### src/rtl/viterbi_trellis_sched_if.sv
// Handshake and bank-control bundle between the ACS selection stage, the
// trellis scheduler and the trellis memory/TBU instances.
interface viterbi_trellis_sched_if #(parameter int ADDR_W = 10);
    logic                  enable;
    logic                  sel_valid;
    logic                  flush;
    logic [3:0]            bank_wr_en;
    logic [4*ADDR_W-1:0]   bank_addr;
    logic [1:0]            tbu_en;
    logic                  tbu_sel;
    logic [1:0]            wr_bank;
    logic                  busy;
    logic                  done;

    modport master (
        output enable, sel_valid, flush,
        input  bank_wr_en, bank_addr, tbu_en, tbu_sel, wr_bank, busy, done
    );

    modport slave (
        input  enable, sel_valid, flush,
        output bank_wr_en, bank_addr, tbu_en, tbu_sel, wr_bank, busy, done
    );
endinterface

### src/rtl/viterbi_trellis_sched.sv
// Trellis bank scheduler: rotates four banks between write, read and idle
// roles, drives per-bank strobes/addresses, TBU enables and end-of-stream drain.
module viterbi_trellis_sched #(
    parameter int ADDR_W = 10
) (
    input  logic                     clk,
    input  logic                     rst,
    viterbi_trellis_sched_if.slave   bus
);
    typedef enum logic [2:0] {
        ST_IDLE  = 3'd0,
        ST_FILL  = 3'd1,
        ST_RUN   = 3'd2,
        ST_FLUSH = 3'd3,
        ST_DONE  = 3'd4
    } state_t;

    localparam logic [ADDR_W-1:0] CNT_LAST   = {ADDR_W{1'b1}};
    localparam logic [ADDR_W:0]   DRAIN_LAST = {(ADDR_W+1){1'b1}};

    state_t                state_r, state_s;
    logic [ADDR_W-1:0]     wr_cnt_r;
    logic [ADDR_W-1:0]     rd_cnt_s;
    logic [1:0]            wr_bank_r;
    logic [1:0]            blk_cnt_r, blk_nxt_s;
    logic [ADDR_W:0]       drain_cnt_r;
    logic                  slot_s, write_s, wrap_s;
    logic [3:0]            wr_mask_s;
    wire  [4*ADDR_W-1:0]   addr_map_s;

    logic [3:0]            bank_wr_en_r;
    logic [4*ADDR_W-1:0]   bank_addr_r;
    logic [1:0]            tbu_en_r;
    logic                  tbu_sel_r;
    logic [1:0]            wr_bank_out_r;
    logic                  busy_r, done_r;

    // State register.
    always_ff @(posedge clk or negedge rst) begin
        if (!rst) begin
            state_r <= ST_IDLE;
        end else begin
            state_r <= state_s;
        end
    end

    // Next state plus slot acceptance; enable low forces IDLE from anywhere.
    always_comb begin
        state_s = state_r;
        slot_s  = 1'b0;
        write_s = 1'b0;
        if (!bus.enable) begin
            state_s = ST_IDLE;
        end else begin
            case (state_r)
                ST_IDLE: begin
                    if (bus.sel_valid) begin
                        state_s = ST_FILL;
                        slot_s  = 1'b1;
                        write_s = 1'b1;
                    end else begin
                        state_s = ST_IDLE;
                    end
                end
                ST_FILL, ST_RUN: begin
                    slot_s  = bus.sel_valid;
                    write_s = bus.sel_valid;
                    if (bus.flush) begin
                        state_s = ST_FLUSH;
                    end else if ((state_r == ST_FILL) && blk_nxt_s[1]) begin
                        state_s = ST_RUN;
                    end else begin
                        state_s = state_r;
                    end
                end
                ST_FLUSH: begin
                    slot_s = 1'b1;
                    if (drain_cnt_r == DRAIN_LAST) begin
                        state_s = ST_DONE;
                    end else begin
                        state_s = ST_FLUSH;
                    end
                end
                ST_DONE: begin
                    state_s = ST_IDLE;
                end
                default: begin
                    state_s = ST_IDLE;
                end
            endcase
        end
    end

    assign wrap_s    = slot_s && (wr_cnt_r == CNT_LAST);
    assign blk_nxt_s = (wrap_s && (blk_cnt_r != 2'd3)) ? (blk_cnt_r + 2'd1) : blk_cnt_r;
    assign rd_cnt_s  = ~wr_cnt_r;
    assign wr_mask_s = 4'b0001 << wr_bank_r;

    // Bank role by distance from the write bank: 0 write, 2 idle, 1/3 read.
    for (genvar g = 0; g < 4; g++) begin : g_map
        logic [1:0] dist_s;
        assign dist_s = 2'(g) - wr_bank_r;
        assign addr_map_s[g*ADDR_W +: ADDR_W] =
            (dist_s == 2'd0) ? wr_cnt_r :
            (dist_s == 2'd2) ? {ADDR_W{1'b0}} : rd_cnt_s;
    end

    // Slot counters, bank rotation and drain counter.
    always_ff @(posedge clk or negedge rst) begin
        if (!rst) begin
            wr_cnt_r    <= {ADDR_W{1'b0}};
            wr_bank_r   <= 2'd0;
            blk_cnt_r   <= 2'd0;
            drain_cnt_r <= {(ADDR_W+1){1'b0}};
        end else if (state_s == ST_IDLE) begin
            wr_cnt_r    <= {ADDR_W{1'b0}};
            wr_bank_r   <= 2'd0;
            blk_cnt_r   <= 2'd0;
            drain_cnt_r <= {(ADDR_W+1){1'b0}};
        end else begin
            if (slot_s) begin
                wr_cnt_r <= wr_cnt_r + {{(ADDR_W-1){1'b0}}, 1'b1};
            end
            if (wrap_s) begin
                wr_bank_r <= wr_bank_r + 2'd1;
            end
            blk_cnt_r <= blk_nxt_s;
            if (state_r == ST_FLUSH) begin
                drain_cnt_r <= drain_cnt_r + {{ADDR_W{1'b0}}, 1'b1};
            end else begin
                drain_cnt_r <= {(ADDR_W+1){1'b0}};
            end
        end
    end

    // Output registers; bank mapping is captured only on accepted slots so stalls hold it.
    always_ff @(posedge clk or negedge rst) begin
        if (!rst) begin
            bank_wr_en_r  <= 4'b0000;
            bank_addr_r   <= {(4*ADDR_W){1'b0}};
            tbu_en_r      <= 2'b00;
            tbu_sel_r     <= 1'b0;
            wr_bank_out_r <= 2'd0;
            busy_r        <= 1'b0;
            done_r        <= 1'b0;
        end else if (state_s == ST_IDLE) begin
            bank_wr_en_r  <= 4'b0000;
            bank_addr_r   <= {(4*ADDR_W){1'b0}};
            tbu_en_r      <= 2'b00;
            tbu_sel_r     <= 1'b0;
            wr_bank_out_r <= 2'd0;
            busy_r        <= 1'b0;
            done_r        <= 1'b0;
        end else begin
            bank_wr_en_r <= write_s ? wr_mask_s : 4'b0000;
            if (slot_s) begin
                bank_addr_r   <= addr_map_s;
                wr_bank_out_r <= wr_bank_r;
                tbu_sel_r     <= wr_bank_r[0];
            end
            busy_r <= (state_s != ST_DONE);
            done_r <= (state_s == ST_DONE);
            if (state_s == ST_FLUSH) begin
                tbu_en_r <= 2'b11;
            end else if (state_s == ST_DONE) begin
                tbu_en_r <= 2'b00;
            end else begin
                tbu_en_r <= tbu_en_r | {(blk_nxt_s == 2'd3), blk_nxt_s[1]};
            end
        end
    end

    assign bus.bank_wr_en = bank_wr_en_r;
    assign bus.bank_addr  = bank_addr_r;
    assign bus.tbu_en     = tbu_en_r;
    assign bus.tbu_sel    = tbu_sel_r;
    assign bus.wr_bank    = wr_bank_out_r;
    assign bus.busy       = busy_r;
    assign bus.done       = done_r;
endmodule

### src/flat_wrapper.sv
// flat-port wrapper written by rule: the top's interface ports become plain ports
module viterbi_trellis_sched_flat 
#(
    parameter int ADDR_W = 10
)
  (clk, rst, bus_enable, bus_sel_valid, bus_flush, bus_bank_wr_en, bus_bank_addr, bus_tbu_en, bus_tbu_sel, bus_wr_bank, bus_busy, bus_done);
  viterbi_trellis_sched_if #(.ADDR_W(ADDR_W)) bus_i ();
  input  logic clk;
  input  logic rst;
  input wire logic [$bits(bus_i.enable)-1:0] bus_enable;
  input wire logic [$bits(bus_i.sel_valid)-1:0] bus_sel_valid;
  input wire logic [$bits(bus_i.flush)-1:0] bus_flush;
  output wire logic [$bits(bus_i.bank_wr_en)-1:0] bus_bank_wr_en;
  output wire logic [$bits(bus_i.bank_addr)-1:0] bus_bank_addr;
  output wire logic [$bits(bus_i.tbu_en)-1:0] bus_tbu_en;
  output wire logic [$bits(bus_i.tbu_sel)-1:0] bus_tbu_sel;
  output wire logic [$bits(bus_i.wr_bank)-1:0] bus_wr_bank;
  output wire logic [$bits(bus_i.busy)-1:0] bus_busy;
  output wire logic [$bits(bus_i.done)-1:0] bus_done;
  assign bus_i.enable = bus_enable;
  assign bus_i.sel_valid = bus_sel_valid;
  assign bus_i.flush = bus_flush;
  assign bus_bank_wr_en = bus_i.bank_wr_en;
  assign bus_bank_addr = bus_i.bank_addr;
  assign bus_tbu_en = bus_i.tbu_en;
  assign bus_tbu_sel = bus_i.tbu_sel;
  assign bus_wr_bank = bus_i.wr_bank;
  assign bus_busy = bus_i.busy;
  assign bus_done = bus_i.done;
  viterbi_trellis_sched #(.ADDR_W(ADDR_W)) u_core (.clk(clk), .rst(rst), .bus(bus_i));
endmodule
### config.mk
export PLATFORM = sky130hd
export DESIGN_NAME = viterbi_trellis_sched_flat
export DESIGN_NICKNAME = d
export VERILOG_FILES = /design/src/rtl/viterbi_trellis_sched_if.sv /design/src/rtl/viterbi_trellis_sched.sv /design/src/flat_wrapper.sv
export SDC_FILE = /design/constraint.sdc
export NUM_CORES = 1
export LEC_CHECK = 0
export ABC_AREA = 1
export BUFFER_PORTS_ARGS = -buffer_cell sky130_fd_sc_hd__buf_2
export CORE_MARGIN = 5
export CORE_UTILIZATION = 50
export CTS_CLUSTER_SIZE = 20
export DETAILED_ROUTE_END_ITERATION = 8
export PLACE_DENSITY = 0.82
export SYNTH_ARGS = -nofsm -noshare
export SYNTH_HDL_FRONTEND = slang
export SYNTH_SLANG_ARGS = --single-unit
### constraint.sdc
create_clock -name clk -period 1.8 [get_ports clk]
set_input_delay 0.27 -clock clk [delete_from_list [all_inputs] [get_ports clk]]
set_output_delay 0.27 -clock clk [all_outputs]
set_load 0.01 [all_outputs]
==> reports/results.md <==
| Item | Value |
| --- | --- |
| Run status | complete, but fails checks |
| Violations in the final reports | negative setup slack |
| Reg-to-reg setup timing slack | -0.40 ns |
| Avg Cell Area, Syn | 7.618 um^2 |
| Post-route core utilization | 70.93% |
| Final max-slew violation count | 0 |
| DR DRC count | 0 |
| Total area of multi-input combinational cells | 0.001878 mm^2 |
| Final antenna diode count | 0 |
| Clock sink count | 78 |
| Total GRT Usage | 22.25% |
| Setup repair after global routing missed its margin | true |
| Sequential cell area | 0.001952 mm^2 |
| Max Cap Viol | 0 |
| Most frequent CP cell | sky130_fd_sc_hd__buf_4 |
| Pleak | 3.158 nW |
| Dpl hpwl | 6386 um |
| Synthesis-to-finish area growth | 36.65% |
| Kind of path behind the tightest hold check | in2async |
| Vertical extent of the die | 100.0 um |
| Critical Path Sink Type | register |
| Antenna violations before repair | 0 |
| Maximum vdd drop | 0.0004655 V |
| CTS tree | yes |
| Critical register-to-register path startpoint | u_core.wr_cnt_r[0] |
| Average detailed-routed wire length per instance | 16.39 um |
| Final net count | 666 |
| Number of inserted filler cells in the final layout | 554 |
| Standard-cell rows | 32 |
| Total of flip-flops plus latches after synthesis | 78 |
| Horizontal die dimension | 100.0 um |
| Setup-violating endpoint count in the final report | 62 |
| CTS buffer count | 9 |
| Minimum clock period after layout | 2.199 ns |
| Share of layout cells above drive strength 1 | 34.86% |
| Synthesized instance count | 532 |
| CP max-delay cell | sky130_fd_sc_hd__dfrtp_1 |
| Avg Vias per Cell | 5.519 |
| Min setup slack post-route | -0.3991 ns |
| Count of pins on the block boundary | 56 |
| Fraction of post-synthesis cell area in the top cell type by area | 48.16% |
| PD cells | 716.2 mW/mm^2 |
| Count of TritonRoute iterations in the first routing pass | 5 |
| Clock latency of the later-clocked register in the worst-skew pair | 0.37 ns |
| Dominant synthesized flop cell | sky130_fd_sc_hd__dfrtp_1 |
| Wire length reported by the detailed router | 12440 um |
| Largest cells by area after synthesis | sky130_fd_sc_hd__dfrtp_1 48%, sky130_fd_sc_hd__nand2_1 15%, sky130_fd_sc_hd__nand3_1 8.9%, sky130_fd_sc_hd__o21ai_0 5.7%, sky130_fd_sc_hd__inv_1 5.1% |
| Initial core utilization | 51.91% |
| Worst path arrival time | 2.49 ns |
| Buffer depth of the longest clock path | 2 |
| Critical Path RT | 2.10 ns |
| Kind of start point of the critical path | register |
| DRT iter0 DRCs | 523 |
| H-tree depth | 3 |
| Net count after synthesis | 546 |
| Worst clock skew | 0.01072 ns |
| Transition time at the pin with the least slew margin | 0.3492 ns |
| Clock transition at the registers of the reported paths | 0.08 ns |
| Post-route setup TNS | -19.49 ns |
| Maximum clock frequency | 454.7 MHz |
| Fraction of the yosys area taken by sequential cells | 48.16% |
| FFs w/ async S/R, synth | 100.0% |
| Share of the clock period used by the worst path after layout | 122.2% |
| Distinct cell type count of the synthesized netlist | 30 |
| Number of global-route vias before repair | 3925 |
| Clock root buffer | sky130_fd_sc_hd__clkbuf_8 |
| Wire length of the first global-routing pass | 18020 um |
| Number of synthesis warnings | 0 |
| Placer Congestion | 0.8640 |
| Number of cells on the worst reg-to-reg path | 12 |
| Number of enable flip-flop cells after synthesis | 0 |
| Critical path cell sequence | ha_4, nand3_4, nor2_4, nand3_2, buf_4, buf_4, buf_4, buf_4, buf_4, xnor2_2, a21oi_4, a21boi_2 |
| Largest driver fanout on the critical path | 3 |
| Post-synth design cell area | 0.004053 mm^2 |
| Residual antenna-violating net count after detailed routing | 0 |
| Input/output buffers | 55 |
| Type of the worst setup path | reg2reg |
| Number of failing hold endpoints at the final stage | 0 |
| RR Endpoint | u_core.bus.tbu_en[1] |
| Cell accounting for the most synthesized area | sky130_fd_sc_hd__dfrtp_1 |
| Floorplan die area | 0.01001 mm^2 |
| Core area | 0.007807 mm^2 |
| Total via count in the routed design | 4189 |
| Relative slew slack | 76.72% |
| CP peak stage delay | 0.44 ns |
| Sum of overflow across all layers after global routing | 0 |
| Largest net degree at the start of global routing | 62 |
## cells in the final DEF, fill, tap and decap left out, drive strengths merged
master       instances
ha                   9
buf                132
xor2                 6
xnor2                2
clkinv               3
a21oi                4
nor2                31
or2                  1
o21ai               46
o221ai               2
inv                 74
nor4                 1
dlygate4sd3          1
nand2              162
bufinv               1
a21boi               1
nor3b                4
nand3               75
nor3                 4
a21o                 1
a22oi                1
clkbuf              14
dfrtp               78
nand4                2
clkinvlp             2
## how the worst max path moves through the flow
stage	from	endpoint	slack, ns	depth (start not counted)
4_1_cts	u_core.wr_cnt_r[0]	u_core.bus.bank_addr[12]	-0.19	16
6_report	u_core.wr_cnt_r[0]	u_core.bus.tbu_en[1]	-0.40	12
2_1_floorplan	u_core.drain_cnt_r[0]	u_core.bus.bank_addr[0]	-0.09	14
3_5_place_dp	u_core.wr_cnt_r[0]	u_core.bus.bank_addr[38]	-0.22	16
5_1_grt	u_core.wr_cnt_r[0]	u_core.bus.bank_addr[12]	-0.49	17
3_3_place_gp	u_core.wr_cnt_r[0]	u_core.bus.bank_addr[12]	-0.14	14
## cells by family after synthesis
kind of cell	count (synthesis)	share of synthesized area, %
adder cells (fa/ha/maj)	9	2.779
AND/OR/NAND/NOR	280	29.86
XOR/XNOR	8	1.729
buffers and inverters	102	10.31
flip-flops	78	48.16
AO/OA/AOI/OAI	55	7.163
## per-stage QoR
stage	cell area (um^2)	setup WS (ns)	total power, mW	hold WS, ns	std cells
floorplan	4073	-0.09390	2.148	-0.02559	532
CTS	5255	-0.1872	3.800	0.3262	744
detailed placement	4722	-0.2240	2.320	0.1612	706
global route	5538	-0.4878	4.122	0.3516	759
global placement	4722	-0.1408	2.305	0.1552	706
finish	5538	-0.3991	3.966	0.3113	759
## synth_stat cells, drive strengths merged, types with 2 or more instances
cell type	instances
nand2	162
xnor2	2
nor2	31
inv	74
o221ai	2
nor3	4
dfrtp	78
nand4	2
ha	9
xor2	6
nor3b	4
buf	12
nand3	75
a21oi	4
clkbuf	15
o21ai	46
## layout make-up
| class | count | share of cell area [%] |
|---|---|---|
| Clock buffer | 11 | 2.553 |
| Inverter | 75 | 5.129 |
| Multi-Input combinational cell | 352 | 33.91 |
| Tap cell | 102 | 2.305 |
| Timing Repair Buffer | 136 | 19.79 |
| Sequential cell | 78 | 35.25 |
| Clock inverter | 5 | 1.062 |
## critical path, delay by kind of cell, from the launching register on
family	cells	cell delay, ns
xor gates and xnor gates	1	0.28
adders and majority gates	1	0.21
buffers and inverters	5	0.65
and+or+nand+nor	3	0.31
DFF	1	0.44
AOI/OAI and AO/OA	2	0.23
## metal layers
| metal | vias to the layer above | GRT usage (%) | wire length [um] | part of all wire, % |
|---|---|---|---|---|
| li1 | 1916 | - | - | - |
| met1 | 1935 | 28.69 | 4851 | 39 |
| met2 | 262 | 36.63 | 5783 | 46 |
| met3 | 76 | 5.281 | 1139 | 9.2 |
| met4 | 0 | 8.083 | 664 | 5.3 |
| met5 | - | 0 | 0 | 0 |
## power by group
group          leakage (nW)  switching (mW)  internal (mW)
Sequential             1.08          0.0349           1.81
Clock                0.0955           0.676          0.678
Combinational          1.99           0.415          0.351
Total                  3.16            1.13           2.84
## repair_timing
item / in CTS / in global routing
endpoints found under the setup margin: 58 / 62
gates resized for setup: 34 / 27
gates cloned: 4 / 3
hold buffers: 1 / 0
pin swaps: 2 / 12
hold endpoints to repair: 17 / 0
buffers inserted: 17 / 12
## flip-flops by register name, summed over array words and instances, names as in the netlist, 2 cells and up
name	cells
u_core.blk_cnt_r	2
u_core.bus.bank_addr	40
u_core.bus.bank_wr_en	4
u_core.bus.tbu_en	2
u_core.bus.wr_bank	2
u_core.drain_cnt_r	11
u_core.state_r	3
u_core.wr_bank_r	2
u_core.wr_cnt_r	10
No activity file was read; power rests on OpenSTA's default activity.
